--- src/rtl/cisc_bus_pkg.sv ---
// Shared types and strobe-level constants for the CISC-style bus cycle sequencer.
package cisc_bus_pkg;

    // Bus cycle phases. TW repeats while the external device holds READY low.
    typedef enum logic [2:0] {
        ST_IDLE = 3'd0,
        ST_T1   = 3'd1,
        ST_T2   = 3'd2,
        ST_T3   = 3'd3,
        ST_TW   = 3'd4,
        ST_T4   = 3'd5
    } bus_state_e;

    // Strobes rd_, wr_ and den_ are active-low.
    localparam logic STROBE_ACTIVE = 1'b0;
    localparam logic STROBE_IDLE   = 1'b1;

    // dtr_ selects the external transceiver direction.
    localparam logic DTR_TRANSMIT = 1'b1;
    localparam logic DTR_RECEIVE  = 1'b0;

    // Phases in which the command strobe and data enable are asserted.
    function automatic logic in_strobe_phase(input bus_state_e s);
        return (s == ST_T2) || (s == ST_T3) || (s == ST_TW);
    endfunction

endpackage

--- src/rtl/bus_cycle_sequencer_if.sv ---
// Request/response handshake plus external bus pins of the sequencer.
// master = the sequencer (it owns the external bus), slave = its environment.
interface bus_cycle_sequencer_if #(
    parameter int ADDR_W = 16,
    parameter int DATA_W = 16
);
    logic              req_valid;
    logic              req_ready;
    logic              req_write;
    logic [ADDR_W-1:0] req_addr;
    logic [DATA_W-1:0] req_wdata;
    logic              rsp_valid;
    logic [DATA_W-1:0] rsp_rdata;
    logic              rsp_err;
    logic              bus_ready;
    logic [DATA_W-1:0] bus_din;
    logic [ADDR_W-1:0] addr_out;
    logic [DATA_W-1:0] data_out;
    logic              data_oe;
    logic              ale;
    logic              rd_;
    logic              wr_;
    logic              den_;
    logic              dtr_;

    modport master (
        input  req_valid, req_write, req_addr, req_wdata, bus_ready, bus_din,
        output req_ready, rsp_valid, rsp_rdata, rsp_err,
               addr_out, data_out, data_oe, ale, rd_, wr_, den_, dtr_
    );

    modport slave (
        output req_valid, req_write, req_addr, req_wdata, bus_ready, bus_din,
        input  req_ready, rsp_valid, rsp_rdata, rsp_err,
               addr_out, data_out, data_oe, ale, rd_, wr_, den_, dtr_
    );
endinterface

--- src/rtl/bus_wait_timer.sv ---
// Counts consecutive wait states and flags when the configured limit is reached.
// WAIT_LIMIT = 0 disables the limit flag entirely.
module bus_wait_timer #(
    parameter int WAIT_LIMIT = 15
) (
    input  logic clk,
    input  logic rst,
    input  logic clear,
    input  logic enable,
    output logic limit_hit
);
    localparam int                CNT_W     = (WAIT_LIMIT > 0) ? $clog2(WAIT_LIMIT + 1) : 1;
    localparam logic [CNT_W-1:0]  LIMIT_VAL = CNT_W'(WAIT_LIMIT);

    logic [CNT_W-1:0] count;

    // Wait-state counter: cleared outside TW, saturates rather than wrapping.
    always_ff @(posedge clk) begin
        // NOTE: sequential state uses non-blocking assignments so every register
        // samples pre-edge values regardless of statement order.
        if (rst || clear) begin
            count <= '0;
        end else if (enable && (count != {CNT_W{1'b1}})) begin
            count <= count + 1'b1;
        end
    end

    assign limit_hit = (WAIT_LIMIT > 0) && (count == LIMIT_VAL);

endmodule

--- src/rtl/bus_cycle_sequencer.sv ---
// Sequences T1..T4 bus cycles (with TW wait states and timeout) for an execution
// unit request. All bus strobes are registered from the next state, so they change
// only at clock edges and line up exactly with the phase they belong to.
module bus_cycle_sequencer
    import cisc_bus_pkg::*;
#(
    parameter int ADDR_W     = 16,
    parameter int DATA_W     = 16,
    parameter int WAIT_LIMIT = 15
) (
    input  logic                 clk,
    input  logic                 rst,
    bus_cycle_sequencer_if.master bus
);
    bus_state_e        state;
    bus_state_e        state_nxt;
    logic              accept;
    logic              write_q;
    logic              write_cur;
    logic              limit_hit;
    logic              timeout;

    logic              req_ready_q;
    logic              ale_q;
    logic              rd_q;
    logic              wr_q;
    logic              den_q;
    logic              dtr_q;
    logic              data_oe_q;
    logic              rsp_valid_q;
    logic              rsp_err_q;
    logic [DATA_W-1:0] rsp_rdata_q;
    logic [ADDR_W-1:0] addr_q;
    logic [DATA_W-1:0] wdata_q;

    assign accept    = bus.req_valid && req_ready_q;
    // Direction of the cycle being entered: a fresh request overrides the latched one.
    assign write_cur = accept ? bus.req_write : write_q;
    // Wait limit reached while the device still holds READY low.
    assign timeout   = (state == ST_TW) && !bus.bus_ready && limit_hit;

    // Next-state decode for the bus cycle phases.
    always_comb begin
        // NOTE: default assignment first so every path drives state_nxt and no latch is inferred.
        state_nxt = state;
        unique case (state)
            ST_IDLE: if (accept) state_nxt = ST_T1;
            ST_T1:   state_nxt = ST_T2;
            ST_T2:   state_nxt = ST_T3;
            ST_T3:   state_nxt = bus.bus_ready ? ST_T4 : ST_TW;
            ST_TW:   if (bus.bus_ready || limit_hit) state_nxt = ST_T4;
            ST_T4:   state_nxt = accept ? ST_T1 : ST_IDLE;
            default: state_nxt = ST_IDLE;
        endcase
    end

    bus_wait_timer #(
        .WAIT_LIMIT (WAIT_LIMIT)
    ) u_wait_timer (
        .clk       (clk),
        .rst       (rst),
        .clear     (state_nxt != ST_TW),
        .enable    (state_nxt == ST_TW),
        .limit_hit (limit_hit)
    );

    // Phase register, registered strobes, request latches and read-data capture.
    always_ff @(posedge clk) begin
        if (rst) begin
            state       <= ST_IDLE;
            req_ready_q <= 1'b1;
            ale_q       <= 1'b0;
            rd_q        <= STROBE_IDLE;
            wr_q        <= STROBE_IDLE;
            den_q       <= STROBE_IDLE;
            dtr_q       <= DTR_TRANSMIT;
            data_oe_q   <= 1'b0;
            rsp_valid_q <= 1'b0;
            rsp_err_q   <= 1'b0;
            rsp_rdata_q <= '0;
            addr_q      <= '0;
            wdata_q     <= '0;
            write_q     <= 1'b0;
        end else begin
            state       <= state_nxt;
            req_ready_q <= (state_nxt == ST_IDLE) || (state_nxt == ST_T4);
            ale_q       <= (state_nxt == ST_T1);
            rd_q        <= (in_strobe_phase(state_nxt) && !write_cur) ? STROBE_ACTIVE : STROBE_IDLE;
            wr_q        <= (in_strobe_phase(state_nxt) &&  write_cur) ? STROBE_ACTIVE : STROBE_IDLE;
            den_q       <= in_strobe_phase(state_nxt) ? STROBE_ACTIVE : STROBE_IDLE;
            data_oe_q   <= write_cur && (in_strobe_phase(state_nxt) || (state_nxt == ST_T4));
            rsp_valid_q <= (state_nxt == ST_T4);
            rsp_err_q   <= timeout;

            // Transceiver direction is only driven during a cycle; it parks when idle.
            if (state_nxt != ST_IDLE) begin
                dtr_q <= write_cur ? DTR_TRANSMIT : DTR_RECEIVE;
            end

            if (accept) begin
                addr_q  <= bus.req_addr;
                wdata_q <= bus.req_wdata;
                write_q <= bus.req_write;
            end

            // Read data is taken on the edge that completes the data phase normally.
            if (((state == ST_T3) || (state == ST_TW)) && bus.bus_ready && !write_q) begin
                rsp_rdata_q <= bus.bus_din;
            end
        end
    end

    assign bus.req_ready = req_ready_q;
    assign bus.ale       = ale_q;
    assign bus.rd_       = rd_q;
    assign bus.wr_       = wr_q;
    assign bus.den_      = den_q;
    assign bus.dtr_      = dtr_q;
    assign bus.data_oe   = data_oe_q;
    assign bus.rsp_valid = rsp_valid_q;
    assign bus.rsp_err   = rsp_err_q;
    assign bus.rsp_rdata = rsp_rdata_q;
    assign bus.addr_out  = addr_q;
    assign bus.data_out  = wdata_q;

endmodule

--- src/flat_wrapper.sv ---
// flat-port wrapper written by rule: the top's interface ports become plain ports
module bus_cycle_sequencer_flat import cisc_bus_pkg::*;
#(
    parameter int ADDR_W     = 16,
    parameter int DATA_W     = 16,
    parameter int WAIT_LIMIT = 15
)
  (clk, rst, bus_req_valid, bus_req_write, bus_req_addr, bus_req_wdata, bus_bus_ready, bus_bus_din, bus_req_ready, bus_rsp_valid, bus_rsp_rdata, bus_rsp_err, bus_addr_out, bus_data_out, bus_data_oe, bus_ale, bus_rd_, bus_wr_, bus_den_, bus_dtr_);
  bus_cycle_sequencer_if #(.ADDR_W(ADDR_W), .DATA_W(DATA_W)) bus_i ();
  input  logic clk;
  input  logic rst;
  input wire logic [$bits(bus_i.req_valid)-1:0] bus_req_valid;
  input wire logic [$bits(bus_i.req_write)-1:0] bus_req_write;
  input wire logic [$bits(bus_i.req_addr)-1:0] bus_req_addr;
  input wire logic [$bits(bus_i.req_wdata)-1:0] bus_req_wdata;
  input wire logic [$bits(bus_i.bus_ready)-1:0] bus_bus_ready;
  input wire logic [$bits(bus_i.bus_din)-1:0] bus_bus_din;
  output wire logic [$bits(bus_i.req_ready)-1:0] bus_req_ready;
  output wire logic [$bits(bus_i.rsp_valid)-1:0] bus_rsp_valid;
  output wire logic [$bits(bus_i.rsp_rdata)-1:0] bus_rsp_rdata;
  output wire logic [$bits(bus_i.rsp_err)-1:0] bus_rsp_err;
  output wire logic [$bits(bus_i.addr_out)-1:0] bus_addr_out;
  output wire logic [$bits(bus_i.data_out)-1:0] bus_data_out;
  output wire logic [$bits(bus_i.data_oe)-1:0] bus_data_oe;
  output wire logic [$bits(bus_i.ale)-1:0] bus_ale;
  output wire logic [$bits(bus_i.rd_)-1:0] bus_rd_;
  output wire logic [$bits(bus_i.wr_)-1:0] bus_wr_;
  output wire logic [$bits(bus_i.den_)-1:0] bus_den_;
  output wire logic [$bits(bus_i.dtr_)-1:0] bus_dtr_;
  assign bus_i.req_valid = bus_req_valid;
  assign bus_i.req_write = bus_req_write;
  assign bus_i.req_addr = bus_req_addr;
  assign bus_i.req_wdata = bus_req_wdata;
  assign bus_i.bus_ready = bus_bus_ready;
  assign bus_i.bus_din = bus_bus_din;
  assign bus_req_ready = bus_i.req_ready;
  assign bus_rsp_valid = bus_i.rsp_valid;
  assign bus_rsp_rdata = bus_i.rsp_rdata;
  assign bus_rsp_err = bus_i.rsp_err;
  assign bus_addr_out = bus_i.addr_out;
  assign bus_data_out = bus_i.data_out;
  assign bus_data_oe = bus_i.data_oe;
  assign bus_ale = bus_i.ale;
  assign bus_rd_ = bus_i.rd_;
  assign bus_wr_ = bus_i.wr_;
  assign bus_den_ = bus_i.den_;
  assign bus_dtr_ = bus_i.dtr_;
  bus_cycle_sequencer #(.ADDR_W(ADDR_W), .DATA_W(DATA_W), .WAIT_LIMIT(WAIT_LIMIT)) u_core (.clk(clk), .rst(rst), .bus(bus_i));
endmodule
--- config.mk ---
export PLATFORM = sky130hd
export DESIGN_NAME = bus_cycle_sequencer_flat
export DESIGN_NICKNAME = d
export VERILOG_FILES = /design/src/rtl/cisc_bus_pkg.sv /design/src/rtl/bus_cycle_sequencer_if.sv /design/src/rtl/bus_wait_timer.sv /design/src/rtl/bus_cycle_sequencer.sv /design/src/flat_wrapper.sv
export SDC_FILE = /design/constraint.sdc
export NUM_CORES = 1
export LEC_CHECK = 0
export CORE_MARGIN = 5
export CORE_UTILIZATION = 37
export DETAILED_ROUTE_END_ITERATION = 8
export PLACE_DENSITY = 0.75
export SYNTH_ARGS = -nofsm -noshare
export SYNTH_HDL_FRONTEND = slang
export SYNTH_SLANG_ARGS = --single-unit
--- constraint.sdc ---
create_clock -name clk -period 1.69 [get_ports clk]
set_clock_uncertainty 0.15 [all_clocks]
set_input_delay 0.4225 -clock clk [delete_from_list [all_inputs] [get_ports clk]]
set_output_delay 0.4225 -clock clk [all_outputs]
set_load 0.01 [all_outputs]
==> results.py <==
metrics = {
    "setup_path": {
        "path_class": "flop to flop",
        "arrival_ns": 1.79,
        "critPathCaptureType": "flop",
        "critPathLaunchType": "flop",
        "path_max_fanout": 4,
        "cp_data_required_time_ns": 1.75,
    },
    "sta": {
        "hold_slack_ns": 0.292,
        "fmax_mhz": 578,
        "finalSetupViolations": 1,
        "rsz0062_at_grt": "true",
        "max_slew_margin_pct": 75.4,
        "setup_tns_ns": -0.0394,
        "period_share_pct": 102,
        "drv_slew": 0,
        "period_needed_ns": 1.73,
        "tightestPinTransition_ns": 0.363,
        "finalHoldViolations": 0,
        "setup_slack_ns": -0.0394,
    },
    "yosys": {
        "synth_area_per_cell_sq_um": 8.67,
        "synthTopCellsByArea": "dfxtp_1 (52%), nand2_1 (11%), a21oi_1 (7.8%)",
        "synth_seq_cells": 65,
        "yosysSeqAreaShare_pct": 52.1,
        "syn_inst": 288,
        "syn_area_sq_um": 2500,
        "synth.distinct_cells": 43,
        "synth.top_cell.area_share_pct": 52.1,
        "yosys_warnings": 0,
        "yosysTopAreaCell": "dfxtp_1",
        "synth.net_count": 342,
    },
    "drt": {
        "avgViaCountPerCell": 4.86,
        "routed_wl_mm": 7.21,
        "via_count": 2455,
        "post-route-drc-count": 0,
        "drtAntennaViolNets": 0,
        "wl_per_cell_microns": 14.3,
        "drt_iter0_drc": 93,
        "firstDrtPassIters": 6,
    },
    "grt": {
        "antenna_found_initial": 0,
        "grt_pass1_wl_mm": 11.2,
        "grt_usage_pct": 16.2,
        "grt_pass1_vias": 2368,
        "grt-ovfl-total": 0,
        "grt_max_degree": 28,
    },
    "outcome": {
        "outcome": "complete, but fails checks",
        "failed_checks": "negative setup slack",
    },
    "die": {
        "core-area_sq_um": 6680,
        "num_rows": 30,
        "die-area_sq_um": 8490,
        "die_w_microns": 92.1,
        "start_util_pct": 37.4,
        "io-pin-count": 110,
        "die_h_microns": 92.1,
    },
    "layout": {
        "area_growth_syn_to_layout_pct": 63.7,
        "antenna_cells": 0,
        "drive_gt1_share_pct": 15.8,
        "final_cells": 505,
        "layout_common_cells": "nand2_1 (73), dfxtp_1 (63), dlygate4sd2_1 (57)",
        "final_nets": 474,
        "final_common_cell": "nand2_1",
    },
    "power_and_ir_drop": {
        "power_leakage_nw": 1.78,
        "p_per_area_nw_per_um2": 1120,
        "ir_drop_mv": 0.491,
        "report.power.total_w": 0.00456,
    },
    "clocking": {
        "holdBufCountCts": 0,
        "insertion_delay_ns": 0.32,
        "tritoncts": "built",
        "numCtsBuffers": 9,
        "cts_max_level": 3,
        "cts.sinks": 65,
        "cts_root_buf": "clkbuf_8",
        "cts_buffer_depth": 2,
        "path_clk_slew_ns": 0.07,
    },
    "worst_hold_path": {
        "worstHoldPathType": "input pin to flop",
    },
    "run": {
        "max-cap-violations": 0,
    },
    "place": {
        "dp_cells": 486,
        "globalplace.congestion": 0.793,
        "place_hpwl_mm": 5.23,
        "portBuffers": 109,
        "dp_slack_ns": -0.428,
    },
}
final timing paths:
kind                                         startpoint                 endpoint  slack (ns)  cells past startpoint
worst max-delay path                    u_core.state[0]     u_core.bus.rsp_valid       -0.04                      4
worst min-delay path                      bus_bus_ready       u_core.bus.rsp_err        0.29                      3
worst max register to register          u_core.state[0]     u_core.bus.rsp_valid       -0.04                      4
worst min register to register  u_core.bus.addr_out[14]  u_core.bus.addr_out[14]        0.30                      2
final cells by class:
| cell class | instances | area (sq um) |
|---|---|---|
| flip-flops and latches | 65 | 1300 |
| clock buffers | 13 | 149 |
| repair buffers | 140 | 1290 |
| clock inverters | 3 | 40.0 |
| inverters | 1 | 3.75 |
| well taps | 80 | 100 |
| multi-input cells | 203 | 1200 |
| fillers | 594 | 2590 |
Yosys cell counts (all sizes together):
cell type,instances
a21o,1
clkbuf,15
a211oi,3
a21boi,1
and3,2
nand2,74
and2,3
ha,1
a21oi,41
inv,1
nor3,2
nand2b,5
xnor2,3
xor2,1
nand3b,1
nor2,23
o311ai,1
nand3,3
buf,4
nor3b,1
o21ai,4
a211o,1
nor4,2
a221oi,1
nor2b,2
o31a,1
or2,2
dfxtp,65
a32oi,1
a22oi,1
o31ai,1
o311a,1
nand4,1
or3b,2
mux2i,17
critical path: stages (launching register included):
cell and delay, ns:
dfxtp_2 0.33, or3b_4 0.42, buf_4 0.19, a21oi_4 0.21, nor3b_1 0.32
sequential cells by signal (all words and copies together), names as in the netlist, 3 cells and up:
name / cells
u_core.bus.addr_out: 16
u_core.bus.data_out: 16
u_core.bus.rsp_rdata: 16
u_core.state: 3
u_core.u_wait_timer.count: 4
routing by layer:
metal  GRT usage [%]  wire length [microns]  vias up
met5               0                      0        -
met3            6.32                    646       14
met1            18.7                   2940     1117
met4            5.82                    105        0
li1                -                      -     1226
met2            27.3                   3510       98
cells by family (layout without fill, tap and decap cells):
| group | Yosys count | in the layout | synth area share, % |
|---|---|---|---|
| AND/OR/NAND/NOR | 123 | 123 | 21.2 |
| flip-flops | 65 | 65 | 52.1 |
| AO/OA/AOI/OAI | 58 | 58 | 13.9 |
| buffers and inverters | 20 | 157 | 4.11 |
| multiplexers | 17 | 17 | 6.82 |
| XOR/XNOR | 4 | 4 | 1.40 |
| adder cells (fa/ha/maj) | 1 | 1 | 0.501 |
timing repair:
| action | in CTS | in global routing |
|---|---|---|
| setup endpoints to repair | 69 | 30 |
| buffers inserted | 0 | 3 |
| pin swaps | 1 | 5 |
| gates resized for setup | 67 | 20 |
metrics by stage:
stage	utilization, %	cell area, sq um
after floorplan	-	2500
after global placement	57.0	3810
after detailed placement	57.0	3810
after CTS	59.3	3970
after global routing	61.2	4090
final	61.2	4090
power breakdown:
part,total [W],internal (W),switching (W)
sequential,0.00181,0.00172,0.0000931
combinational,0.00149,0.000740,0.000745
clock,0.00127,0.000720,0.000547
No activity file was read; power rests on OpenSTA's default activity.
